File: src/rtl/enc_sequencer_if.sv
// enc_sequencer beat interface toward enc_selector.
// Per-beat phase, symbol requests and parity release.
interface enc_sequencer_if #(
  parameter int SYM = 8
) ();
  localparam int RQ_W = $clog2(SYM + 1);

  logic            gen_valid;
  logic [1:0]      sel_phase;
  logic [RQ_W-1:0] mes_request;
  logic [RQ_W-1:0] par_request;
  logic            par_release;

  modport master (
    output gen_valid,
    output sel_phase,
    output mes_request,
    output par_request,
    output par_release
  );

  modport slave (
    input gen_valid,
    input sel_phase,
    input mes_request,
    input par_request,
    input par_release
  );
endinterface

File: src/rtl/enc_sequencer.sv
// enc_sequencer: RS codeword beat sequencer.
// Picks message/parity/straddle phase per beat.
module enc_sequencer #(
  parameter int SYM       = 8,
  parameter int MES_LEN   = 223,
  parameter int PAR_LEN   = 32,
  parameter int MES_CNT_W = 8
) (
  input  logic                 clk,
  input  logic                 rst_n,
  input  logic                 enable,
  input  logic                 clear,
  input  logic [MES_CNT_W-1:0] mes_count,
  input  logic                 par_ready,
  enc_sequencer_if.master      beat,
  output logic                 out_valid,
  output logic                 out_sop,
  output logic                 out_eop,
  output logic [15:0]          cw_count
);
  localparam int N    = MES_LEN + PAR_LEN;
  localparam int E_W  = $clog2(N + SYM);
  localparam int RQ_W = $clog2(SYM + 1);

  localparam logic [E_W-1:0] K_V = E_W'(MES_LEN);
  localparam logic [E_W-1:0] N_V = E_W'(N);
  localparam logic [E_W-1:0] S_V = E_W'(SYM);

  localparam logic [1:0] SEL_MES = 2'd0;
  localparam logic [1:0] SEL_PAR = 2'd1;
  localparam logic [1:0] SEL_MTP = 2'd2;
  localparam logic [1:0] SEL_PTM = 2'd3;

  logic [E_W-1:0]  pos;
  logic [E_W-1:0]  e;
  logic [E_W-1:0]  pos_nxt;
  logic [1:0]      phase;
  logic [RQ_W-1:0] mes_req;
  logic [RQ_W-1:0] par_req;
  logic            gv;
  logic            rel;
  logic            sop;

  // Phase decode, issue qualification and next position
  always_comb begin
    e       = pos + S_V;
    phase   = SEL_MES;
    mes_req = RQ_W'(SYM);
    par_req = '0;
    unique case (1'b1)
      (e <= K_V): begin
        phase = SEL_MES;
      end
      (pos < K_V && e > K_V): begin
        phase   = SEL_MTP;
        mes_req = RQ_W'(K_V - pos);
        par_req = RQ_W'(e - K_V);
      end
      (pos >= K_V && e <= N_V): begin
        phase   = SEL_PAR;
        mes_req = '0;
        par_req = RQ_W'(SYM);
      end
      default: begin
        phase   = SEL_PTM;
        par_req = RQ_W'(N_V - pos);
        mes_req = RQ_W'(e - N_V);
      end
    endcase
    gv = enable & ~clear
       & (mes_count >= MES_CNT_W'(mes_req))
       & ((par_req == '0) | par_ready);
    rel = gv & ((phase == SEL_PTM)
        | ((phase == SEL_PAR) & (e == N_V)));
    sop = gv & (((phase == SEL_MES) & (pos == '0))
        | (phase == SEL_PTM));
    pos_nxt = (e < N_V) ? e : e - N_V;
  end

  assign beat.gen_valid   = gv;
  assign beat.sel_phase   = phase;
  assign beat.mes_request = mes_req;
  assign beat.par_request = par_req;
  assign beat.par_release = rel;

  // Position, output-aligned flags and codeword counter
  always_ff @(posedge clk or negedge rst_n) begin
    if (!rst_n) begin
      pos       <= '0;
      out_valid <= 1'b0;
      out_sop   <= 1'b0;
      out_eop   <= 1'b0;
      cw_count  <= '0;
    end else begin
      if (clear)
        pos <= '0;
      else if (gv)
        pos <= pos_nxt;
      out_valid <= gv;
      out_sop   <= sop;
      out_eop   <= rel;
      if (rel)
        cw_count <= cw_count + 16'd1;
    end
  end
endmodule

File: src/flat_wrapper.sv
// flat-port wrapper written by rule: the top's interface ports become plain ports
module enc_sequencer_flat 
#(
  parameter int SYM       = 8,
  parameter int MES_LEN   = 223,
  parameter int PAR_LEN   = 32,
  parameter int MES_CNT_W = 8
)
  (clk, rst_n, enable, clear, mes_count, par_ready, out_valid, out_sop, out_eop, cw_count, beat_gen_valid, beat_sel_phase, beat_mes_request, beat_par_request, beat_par_release);
  enc_sequencer_if #(.SYM(SYM)) beat_i ();
  input  logic clk;
  input  logic rst_n;
  input  logic enable;
  input  logic clear;
  input  logic [MES_CNT_W-1:0] mes_count;
  input  logic par_ready;
  output logic out_valid;
  output logic out_sop;
  output logic out_eop;
  output logic [15:0] cw_count;
  output wire logic [$bits(beat_i.gen_valid)-1:0] beat_gen_valid;
  output wire logic [$bits(beat_i.sel_phase)-1:0] beat_sel_phase;
  output wire logic [$bits(beat_i.mes_request)-1:0] beat_mes_request;
  output wire logic [$bits(beat_i.par_request)-1:0] beat_par_request;
  output wire logic [$bits(beat_i.par_release)-1:0] beat_par_release;
  assign beat_gen_valid = beat_i.gen_valid;
  assign beat_sel_phase = beat_i.sel_phase;
  assign beat_mes_request = beat_i.mes_request;
  assign beat_par_request = beat_i.par_request;
  assign beat_par_release = beat_i.par_release;
  enc_sequencer #(.SYM(SYM), .MES_LEN(MES_LEN), .PAR_LEN(PAR_LEN), .MES_CNT_W(MES_CNT_W)) u_core (.clk(clk), .rst_n(rst_n), .enable(enable), .clear(clear), .mes_count(mes_count), .par_ready(par_ready), .beat(beat_i), .out_valid(out_valid), .out_sop(out_sop), .out_eop(out_eop), .cw_count(cw_count));
endmodule
File: config.mk
export PLATFORM = sky130hd
export DESIGN_NAME = enc_sequencer_flat
export DESIGN_NICKNAME = d
export VERILOG_FILES = /design/src/rtl/enc_sequencer_if.sv /design/src/rtl/enc_sequencer.sv /design/src/flat_wrapper.sv
export SDC_FILE = /design/constraint.sdc
export NUM_CORES = 1
export LEC_CHECK = 0
export BUFFER_PORTS_ARGS = -buffer_cell sky130_fd_sc_hd__buf_2
export CORE_MARGIN = 3
export CORE_UTILIZATION = 50
export DETAILED_ROUTE_END_ITERATION = 12
export GPL_TIMING_DRIVEN = 0
export PLACE_DENSITY = 0.75
export SLEW_MARGIN = 20
export SYNTH_ARGS = -nofsm -noshare
export SYNTH_HDL_FRONTEND = slang
export SYNTH_SLANG_ARGS = --single-unit
File: constraint.sdc
create_clock -name clk -period 4.5 [get_ports clk]
set_input_delay 0 -clock clk [delete_from_list [all_inputs] [get_ports clk]]
set_output_delay 0 -clock clk [all_outputs]
set_load 0.01 [all_outputs]
**After elaboration in Yosys (flattened, before gate mapping)**

Index checks and enable logic that the tools add are counted.
Widths: inputs -> output; s select.

- $add $sub $neg: 6
- Bitwise gates (word level): 11
- $lt $le $gt $ge: 7
- Equality and inequality tests: 3
- Reductions and logical operators: 6
- Multiplexer cells: 6

Operator list:

| operator | number |
|---|---|
| $mux 9 | 3 |
| $pmux 4 s3 | 2 |
| $le 9x8->1 const B | 2 |
| $lt 9x8->1 const B | 2 |
| $add 16x1->16 const B | 1 |
| $add 9x4->9 const B | 1 |
| $eq 9x8->1 const B | 1 |
| $ge 9x8->1 const B | 1 |
| $gt 9x8->1 const B | 1 |
| $logic_not 9->1 | 1 |
| $sub 9x8->9 const B | 1 |
| $ge 8x4->1 | 1 |
| $sub 4x4->4 const A | 2 |
| $and 1x1->1 | 7 |
| $pmux 2 s3 | 1 |
| $logic_not 4->1 | 1 |
| $sub 4x4->4 const B | 1 |
| $or 1x1->1 | 3 |
| $eq 2x1->1 const B | 1 |
| $eq 2x2->1 const B | 1 |
| $logic_and 1x1->1 | 2 |
| $logic_not 2->1 | 1 |
| $reduce_bool 2->1 | 1 |
| $not 1->1 | 1 |

- Input port bits: 13
- Output and inout bits: 31
- Logic and storage cells: 44
- Flip-flop bits (word level): 28

**Logic depth before layout (Yosys ltp)**

Gate-level depths: netlist of run 1.

- Depth after elaboration: 9
- Gate-level depth with buffers: 23

**Worst setup path after synthesis of run 1**

No wires, ideal clock.

- Path kind: register to register
- Start: register u_core.pos[3]
- End: register u_core.pos[5]
- Library setup time: 123 ps
- Data required time: 4377 ps
- Cell stages (with the launch flop): 23
- Clock period less this slack: 4457 ps
- Path buffers: 4
- Arrival time: 4334 ps
- Path slack: 43 ps
- Cell sequence: dfrtp_1 -> buf_1 -> inv_1 -> ha_1 -> and4_1 -> buf_2 -> and4_1 -> a21oi_2 -> and2_1 -> buf_6 -> nor3_1 -> nor2_1 -> nor2_1 -> ha_1 -> nand2b_1 -> a21o_1 -> a211oi_1 -> nor2_1 -> a31oi_1 -> a21boi_4 -> buf_6 -> a211oi_1 -> o221a_2

- Cells in the longest elaborated chain, start to end: 8
- Elaborated cells between the ends (all ways): 24
- Classes of those cells: 5 x add/sub; 7 x order compare; 5 x mux; 3 x bitwise; 4 x reduce/logical

RTL lines:

| element | line | source |
|---|---|---|
| start: declaration | enc_sequencer.sv:34 | `logic [E_W-1:0] pos;` |
| start signal: assignment | enc_sequencer.sv:98 | `pos <= pos_nxt;` |
| $add 9x4->9 | enc_sequencer.sv:46 | `e = pos + S_V;` |
| $le 9x8->1 or $gt 9x8->1 (tied branches) | enc_sequencer.sv:59, enc_sequencer.sv:54 |  |
| $logic_and 1x1->1 (on tied branches) | enc_sequencer.sv:59, enc_sequencer.sv:54 |  |
| $pmux 4 s3 * | enc_sequencer.sv:50 | `unique case (1'b1)` |
| named net beat_mes_request[0] | flat_wrapper.sv:23 | `output wire logic [$bits(beat_i.mes_request)-1:0] beat_mes_request;` |
| $ge 8x4->1 * | enc_sequencer.sv:71 | `& (mes_count >= MES_CNT_W'(mes_req))` |
| $and 1x1->1 * | enc_sequencer.sv:71 |  |
| $and 1x1->1 * | enc_sequencer.sv:72 | `& ((par_req == '0) \| par_ready);` |
| $reduce_bool 2->1 (no line) * | - |  |

Mark *: on every way through the listed nets, which the timed path passes. The rest lies on a longest branch. The select of a mux whose other input is x is not followed.
A chain may end at the register's enable or synchronous reset.

**Worst setup path in the final report of run 1**

- Start: register u_core.pos[3]
- End: register u_core.pos[5]

- Cells in the longest elaborated chain, start to end: 8
- Elaborated cells between the ends (all ways): 24
- Classes of those cells: 5 x add/sub; 7 x order compare; 5 x mux; 3 x bitwise; 4 x reduce/logical

RTL lines:

| element | line |
|---|---|
| $add 9x4->9 | enc_sequencer.sv:46 |
| $le 9x8->1 or $gt 9x8->1 (tied branches) | enc_sequencer.sv:59, enc_sequencer.sv:54 |
| $logic_and 1x1->1 (on tied branches) | enc_sequencer.sv:59, enc_sequencer.sv:54 |
| $pmux 4 s3 | enc_sequencer.sv:50 |
| $ge 8x4->1 or $logic_not 4->1 (tied branches) | enc_sequencer.sv:71, enc_sequencer.sv:72 |
| $and 1x1->1 or $or 1x1->1 (tied branches) | enc_sequencer.sv:71, enc_sequencer.sv:72 |
| $and 1x1->1 | enc_sequencer.sv:72 |
| $reduce_bool 2->1 (no line) | - |

Several ways; a longest one is shown, not always the timed one. The select of a mux whose other input is x is not followed.

==> key figures, run 1 <==
Run status
  – Outcome: complete, no violations

Critical path
  – Worst setup path end: u_core.pos[5]$_DFFE_PN0P_
  – CP Launch Point: u_core.pos[3]$_DFFE_PN0P_
  – WP data required: 4.68 ns
  – Critical Path AT: 4.48 ns
  – Crit path kind: register to register
  – Reg-to-reg startpoint: u_core.pos[3]$_DFFE_PN0P_
  – CP startpoint kind: register
  – FF-to-FF End: u_core.pos[5]$_DFFE_PN0P_
  – Crit path max fanout: 10
  – Worst Reg-to-Reg Cells: 23
  – Crit path capture type: register
  – R2R setup slack: 0.20 ns

Die
  – Die Ht: 72.1 um
  – Starting Density: 53.1%
  – Core area: 0.00412 mm^2
  – Rows: 23
  – IO Count: 44
  – Total die area: 0.00520 mm^2
  – DIE WIDTH: 72.1 um

Synth
  – Mapped Nets: 269
  – Synth Register Bits: 28
  – Mapped Cells: 246
  – Post-synthesis sequential area ratio: 32.1%
  – Ys Warns: 0
  – Post-synth EDFFs: 0
  – Post-synth cell types: 61
  – Async SR Flop Fraction: 100%
  – Prevailing post-synth register cell: dfrtp_1
  – Synth Cell Area: 0.00219 mm^2
  – Post-synthesis average cell area: 8.89 um^2

GRT
  – Remaining Overflow, GRT: 0
  – Initial antenna violation count: 0
  – Vias in the first global route: 1948
  – Largest net degree at the start of global routing: 29
  – First-pass GRT wire length: 9.25 mm
  – Total GRT Usage: 22.2%

Timing
  – Worst Tran Pin Value: 0.607 ns
  – Final setup TNS: 0 ns
  – Endpoints failing setup: 0
  – Worst rel slew slack: 59.5%
  – Slew Viols, Final: 0
  – Worst Skew: 0.0135 ns
  – Fin. Hold Viols: 0
  – Fin crit share: 95.6%
  – Minimum clock period after layout: 4.30 ns
  – RSZ-0062 raised after global routing: yes
  – Min Hold Slack: 0.255 ns
  – Max Freq: 232 MHz

Job
  – Max_cap viols: 0

Power
  – Pwr dens: 182 mW/mm^2
  – Maximum resistive drop on vdd: 177 uV
  – P_leak: 1.30 nW

CTS
  – Clock-pin slew on the worst setup and hold paths: 0.10 ns
  – # clock sinks: 28
  – Cts bufs inserted: 3
  – Clk root buf: clkbuf_8
  – Later-pin clock latency in the skew report: 0.28 ns
  – CTS tree: done
  – H-tree Lvls: 1
  – CTS Buffer Depth: 2

Route
  – TritonRoute pass-1 iters: 5
  – Avg WL per Cell: 16.1 um
  – Vias: 2069
  – 1st-iter DRT viols: 195
  – Final WL: 5.61 mm
  – Via density: 5.95
  – DRT antenna net count: 0
  – DRC Markers: 0

Layout
  – Area Overhead vs Synth: 21.1%
  – Finished Cell Area: 0.00265 mm^2
  – FF+latch area: 703 um^2
  – Nets: 323
  – Filler cells: 357
  – Fraction of layout cells with a size suffix above 1: 31.5%
  – Area of the multi-input gates: 0.00141 mm^2
  – Antenna cells: 0

Placed design
  – IO buf count: 43
  – Placer Congestion: 0.876
  – DP Wirelength: 3.92 mm
  – Placed cell areas: 0.00246 mm^2

Hold path
  – Hold WC Path Type: input port to asynchronous set/reset pin
-- cell usage after synthesis (all sizes together), types with 4 or more instances --
cell type | count | area (um^2)
a21oi | 11 | 62.6
a31oi | 4 | 25.0
and2 | 5 | 31.3
and3 | 4 | 30.0
buf | 12 | 82.6
clkbuf | 4 | 25.0
dfrtp | 28 | 701
ha | 10 | 125
inv | 12 | 45.0
mux2 | 4 | 45.0
nand2 | 24 | 90.1
nand3 | 7 | 35.0
nor2 | 21 | 78.8
nor3 | 11 | 60.1
nor4 | 9 | 68.8
o21ai | 10 | 53.8
xnor2 | 5 | 62.6
xor2 | 14 | 123
-- worst min path at each step --
stage	startpoint	end	slack, ns	cells after the start
final	rst_n	u_core.cw_count[7]$_DFFE_PN0P_	0.26	2
after global routing	rst_n	u_core.cw_count[7]$_DFFE_PN0P_	0.33	2
after CTS	rst_n	u_core.cw_count[7]$_DFFE_PN0P_	0.28	2
after detailed placement	rst_n	u_core.cw_count[7]$_DFFE_PN0P_	0.05	1
after global placement	rst_n	u_core.cw_count[5]$_DFFE_PN0P_	0.05	1
after floorplan	rst_n	u_core.cw_count[0]$_DFFE_PN0P_	-0.30	0
-- final cells by class --
class / count / share of cell area, %
buffer: 16 / 4.40
clock buffer: 3 / 1.56
inverter: 12 / 1.70
multi-input combinational: 190 / 53.3
sequential: 28 / 26.6
tap: 50 / 2.36
timing repair buffer: 49 / 10.2
-- where the power goes --
group          total [W]  internal (W)  leakage [nW]  switching, W
logic          0.0000805     0.0000331         0.902     0.0000474
registers       0.000263      0.000256         0.379    0.00000611
clock network   0.000139     0.0000603        0.0216     0.0000789
-- stage by stage --
step	total power, W	worst slack, ns	instances	utilization (%)
after floorplan	0.000310	0.0430	246	-
after global placement	0.000334	-0.467	339	59.9
final	0.000482	0.199	348	64.3
after global routing	0.000503	-0.0297	348	64.3
after detailed placement	0.000335	-0.578	339	59.9
after CTS	0.000476	0.0351	347	62.7
-- repair_timing --
item                                   CTS  global route
resized for setup                        7            17
setup buffers                            3             1
setup endpoints to repair               30            29
endpoints found under the hold margin   29             0
hold buffers                             2             0
pin swaps                                1             3
-- logic make-up after synthesis --
kind of cell / after synthesis / share of synthesized area, %
and+or+nand+nor: 101 / 25.0
AOI/OAI and AO/OA: 53 / 18.3
buffers and inverters: 28 / 6.98
DFF: 28 / 32.1
xor gates and xnor gates: 19 / 8.47
adders and majority gates: 10 / 5.72
muxes: 7 / 3.43
-- worst max-delay path: stages (launching register included) --
cell and delay, ns:
dfrtp_2 0.42, buf_4 0.19, inv_1 0.08, ha_1 0.17, and4_1 0.18, clkbuf_4 0.18
and4_4 0.25, a21oi_4 0.05, and2_1 0.18, buf_6 0.13, nor3_4 0.19, buf_6 0.16
a22o_1 0.13, inv_1 0.04, ha_1 0.26, a21o_1 0.17, a211oi_2 0.26, nor2_1 0.10
a31oi_1 0.17, a21boi_4 0.23, buf_4 0.17, buf_6 0.15, a211oi_1 0.06, o221a_2 0.27
-- sequential cells by signal, summed over array words and instances, names as in the netlist --
register          count
u_core.cw_count      16
u_core.out_sop        1
u_core.out_eop        1
u_core.out_valid      1
u_core.pos            9
-- layer usage --
metal	vias to the layer above	routed length (um)	part of all wire (%)	global-route usage [%]
li1	1003	-	-	-
met1	982	2570	46	33.6
met2	77	2670	47	33.4
met3	7	312	5.6	2.63
met4	0	61	1.1	6.26
met5	-	0	0	0
-- cells in the final DEF, fill, tap and decap left out, drive strengths merged, types with 3 or more instances in the layout --
cell    synthesis  final
and2            5      5
inv            12     12
nand2b          3      3
and3            4      4
nor2b           3      3
nor4            9      9
nor3           11     11
xor2           14     14
nand3           7      7
clkbuf          4      9
dfrtp          28     28
a21oi          11     11
a31oi           4      4
buf            12     57
mux2            4      4
a22o            3      3
xnor2           5      5
mux2i           3      3
a22oi           3      3
nand2          24     24
nor4b           3      3
and4            3      3
o21ai          10     10
nor2           21     21
ha             10     10
Power figures use the tool's default switching activity.
==> run 2, diff against run 1 <==
MAX_ROUTING_LAYER = met4   (was default)
==> run 2 against run 1 <==
- hold slack about the same
- setup slack got worse by 0.016 ns
- global-route usage increased by 0.66 points
- first-iteration DRC count decreased by 2.1%
- critical path depth unchanged
- fmax decreased by 0.37%
- highest routed layer unchanged
- clock power about the same
- core utilization unchanged
- non-clock buffer count unchanged
- clock skew decreased by 0.0019 ns
- sequential share of layout area unchanged
==> key figures, run 2 (synthesized netlist as in run 1, its figures left out) <==
Run status
  – Outcome: complete, no violations

Layout
  – Filler cells: 357 (unchanged)
  – Antenna cells: 0 (unchanged)
  – Commonest non-fill, non-tap cells in the layout: buf_2 (47), dfrtp_1 (26), nand2_1 (24)
  – Largest regs: u_core.cw_count: 16 flops, u_core.pos: 9 flops
  – Area Overhead vs Synth: 21.1% (unchanged)
  – Commonest non-fill, non-tap cell in the layout: buf_2
  – Fraction of layout cells with a size suffix above 1: 31.5% (unchanged)
  – Nets: 323 (unchanged)
  – Number of flip-flops in the largest register: 16 (unchanged)
  – Finished Cell Area: 0.00265 mm^2 (unchanged)
  – Most flops, register: u_core.cw_count
  – Final non-filler cell total: 348 (unchanged)

GRT
  – Vias in the first global route: 1944 (-0.21%)
  – Total GRT Usage: 22.8% (+0.66 points)
  – Initial antenna violation count: 0 (unchanged)
  – Largest net degree at the start of global routing: 29 (unchanged)
  – First-pass GRT wire length: 9.26 mm (+0.14%)
  – Remaining Overflow, GRT: 0 (unchanged)

Power
  – Pwr dens: 182 mW/mm^2 (about the same)
  – Sw power: 0.000132 W (about the same)
  – Internal power: 0.000350 W (about the same)
  – Net Sw Frac: 27.5% (about the same)
  – P_leak: 1.30 nW (unchanged)
  – Maximum resistive drop on vdd: 178 uV (+0.64%)
  – Combinational share of power: 16.7% (about the same)
  – Seq pwr share: 54.5% (about the same)
  – Power Total: 0.000482 W (about the same)
  – Clk pwr share: 28.8% (about the same)

Critical path
  – Worst Reg-to-Reg Cells: 23 (unchanged)
  – WP data required: 4.68 ns (about the same)
  – Crit path cell chain: buf_4, inv_1, ha_1, and4_1, clkbuf_4, and4_4, a21oi_4, and2_1, buf_6, nor3_4, buf_6, a22o_1, inv_1, ha_1, a21o_1, a211oi_2, nor2_1, a31oi_1, a21boi_4, buf_4, buf_6, a211oi_1, o221a_2
  – Crit path max fanout: 10 (unchanged)
  – Crit path capture type: register
  – Crit-path slowest cell: dfrtp_2
  – CP startpoint kind: register
  – Most used cell, CP: buf_6
  – Reg-to-reg startpoint: u_core.pos[3]$_DFFE_PN0P_
  – Critical Path AT: 4.50 ns (+0.02 ns)
  – R2R setup slack: 0.18 ns (-0.02 ns)
  – FF-to-FF End: u_core.pos[5]$_DFFE_PN0P_
  – Crit path kind: register to register
  – CP max stage delay: 0.42 ns (about the same)

CTS
  – Later-pin clock latency in the skew report: 0.28 ns (about the same)
  – Cts bufs inserted: 3 (unchanged)
  – CTS tree: done
  – Clk root buf: clkbuf_8
  – # clock sinks: 28 (unchanged)
  – CTS Buffer Depth: 2 (unchanged)
  – Clock-pin slew on the worst setup and hold paths: 0.10 ns (about the same)
  – H-tree Lvls: 1 (unchanged)

Die
  – Die Ht: 72.1 um (unchanged)
  – Rows: 23 (unchanged)
  – Core area: 0.00412 mm^2 (unchanged)
  – IO Count: 44 (unchanged)
  – DIE WIDTH: 72.1 um (unchanged)
  – Starting Density: 53.1% (unchanged)
  – Total die area: 0.00520 mm^2 (unchanged)

Route
  – Vias: 2109 (+1.9%)
  – Avg WL per Cell: 16.2 um (+0.73%)
  – DRT antenna net count: 0 (unchanged)
  – Via density: 6.06 (+1.9%)
  – TritonRoute pass-1 iters: 5 (unchanged)
  – DRC Markers: 0 (unchanged)
  – Final WL: 5.65 mm (+0.73%)
  – 1st-iter DRT viols: 191 (-2.1%)

Timing
  – RSZ-0062 raised after global routing: yes
  – Worst rel slew slack: 59.6% (about the same)
  – Fin. Hold Viols: 0 (unchanged)
  – Fin crit share: 95.9% (+0.36 points)
  – Slew Viols, Final: 0 (unchanged)
  – Minimum clock period after layout: 4.32 ns (+0.0162 ns)
  – Max Freq: 232 MHz (-0.37%)
  – Min Hold Slack: 0.255 ns (-0.000326 ns)
  – Worst Skew: 0.0116 ns (-0.00190 ns)
  – Worst Tran Pin Value: 0.606 ns (-0.000768 ns)
  – Endpoints failing setup: 0 (unchanged)

Placed design
  – Placed cell count: 339 (unchanged)
  – DP Wirelength: 3.92 mm (unchanged)
  – Placer Congestion: 0.891 (+1.7%)
  – IO buf count: 43 (unchanged)
  – Placed cell areas: 0.00246 mm^2 (unchanged)

Job
  – Max_cap viols: 0 (unchanged)

Hold path
  – Hold WC Path Type: input port to asynchronous set/reset pin
-- run 2: cell counts in the layout (fill, tap and decap cells not counted) --
No cell type changed its count.
-- run 2: worst max-delay path, delay by kind of cell (launching register included) --
| kind | cells | cell delay [ns] |
|---|---|---|
| compound gates | 8 | 1.35 |
| simple gates | 5 | 0.90 |
| fa+ha+maj | 2 | 0.43 |
| flops | 1 | 0.42 |
| buf+inv | 8 | 1.11 |
-- run 2: final cells by class --
type	count	area (um^2)	area share, %
flip-flops and latches	28	703	26.6
plain buffers	16	116	4.40
repair buffers	49	269	10.2
well taps	50	62.6	2.36
inverters	12	45.0	1.70
clock buffers	3	41.3	1.56
multi-input cells	190	1410	53.3
-- run 2: power by group through the flow --
stage	registers, W	clock network [W]	logic, W
6_report	0.000263	0.000139	0.0000806
5_1_grt	0.000264	0.000151	0.0000889
4_1_cts	0.000263	0.000140	0.0000735
3_5_place_dp	0.000268	0	0.0000675
3_3_place_gp	0.000268	0	0.0000660
2_1_floorplan	0.000266	0	0.0000430
-- run 2: how the worst max path moves through the flow --
stage	startpoint	endpoint	slack, ns
floorplan	u_core.pos[3]$_DFFE_PN0P_	u_core.pos[5]$_DFFE_PN0P_	0.04
finish	u_core.pos[3]$_DFFE_PN0P_	u_core.pos[5]$_DFFE_PN0P_	0.18
CTS	u_core.pos[3]$_DFFE_PN0P_	u_core.pos[5]$_DFFE_PN0P_	0.04
global placement	u_core.pos[3]$_DFFE_PN0P_	u_core.pos[5]$_DFFE_PN0P_	-0.47
detailed placement	u_core.pos[3]$_DFFE_PN0P_	u_core.pos[4]$_DFFE_PN0P_	-0.58
global route	u_core.pos[0]$_DFFE_PN0P_	u_core.cw_count[10]$_DFFE_PN0P_	-0.02
-- run 2: through the flow --
stage	util, %	worst slack (ns)	setup TNS [ns]
floorplan	-	0.0430	0
finish	64.3	0.182	0
CTS	62.7	0.0351	0
detailed placement	59.9	-0.578	-13.77
global route	64.3	-0.0210	-0.0637
global placement	59.9	-0.467	-10.25
-- run 2: what timing repair did --
action	CTS	global route
endpoints found under the hold margin	29	0
setup buffers	3	1
hold buffers	2	0
endpoints found under the setup margin	30	29
pin swaps	1	3
gates resized for setup	7	17
-- run 2: per-layer routing --
metal | GRT usage, % | up-vias | routed length (um)
met2 | 33.5 | 76 | 2700
met5 | - | - | 0
met4 | 6.26 | 0 | 71
met3 | 2.63 | 9 | 255
met1 | 33.5 | 1023 | 2630
li1 | - | 1001 | -
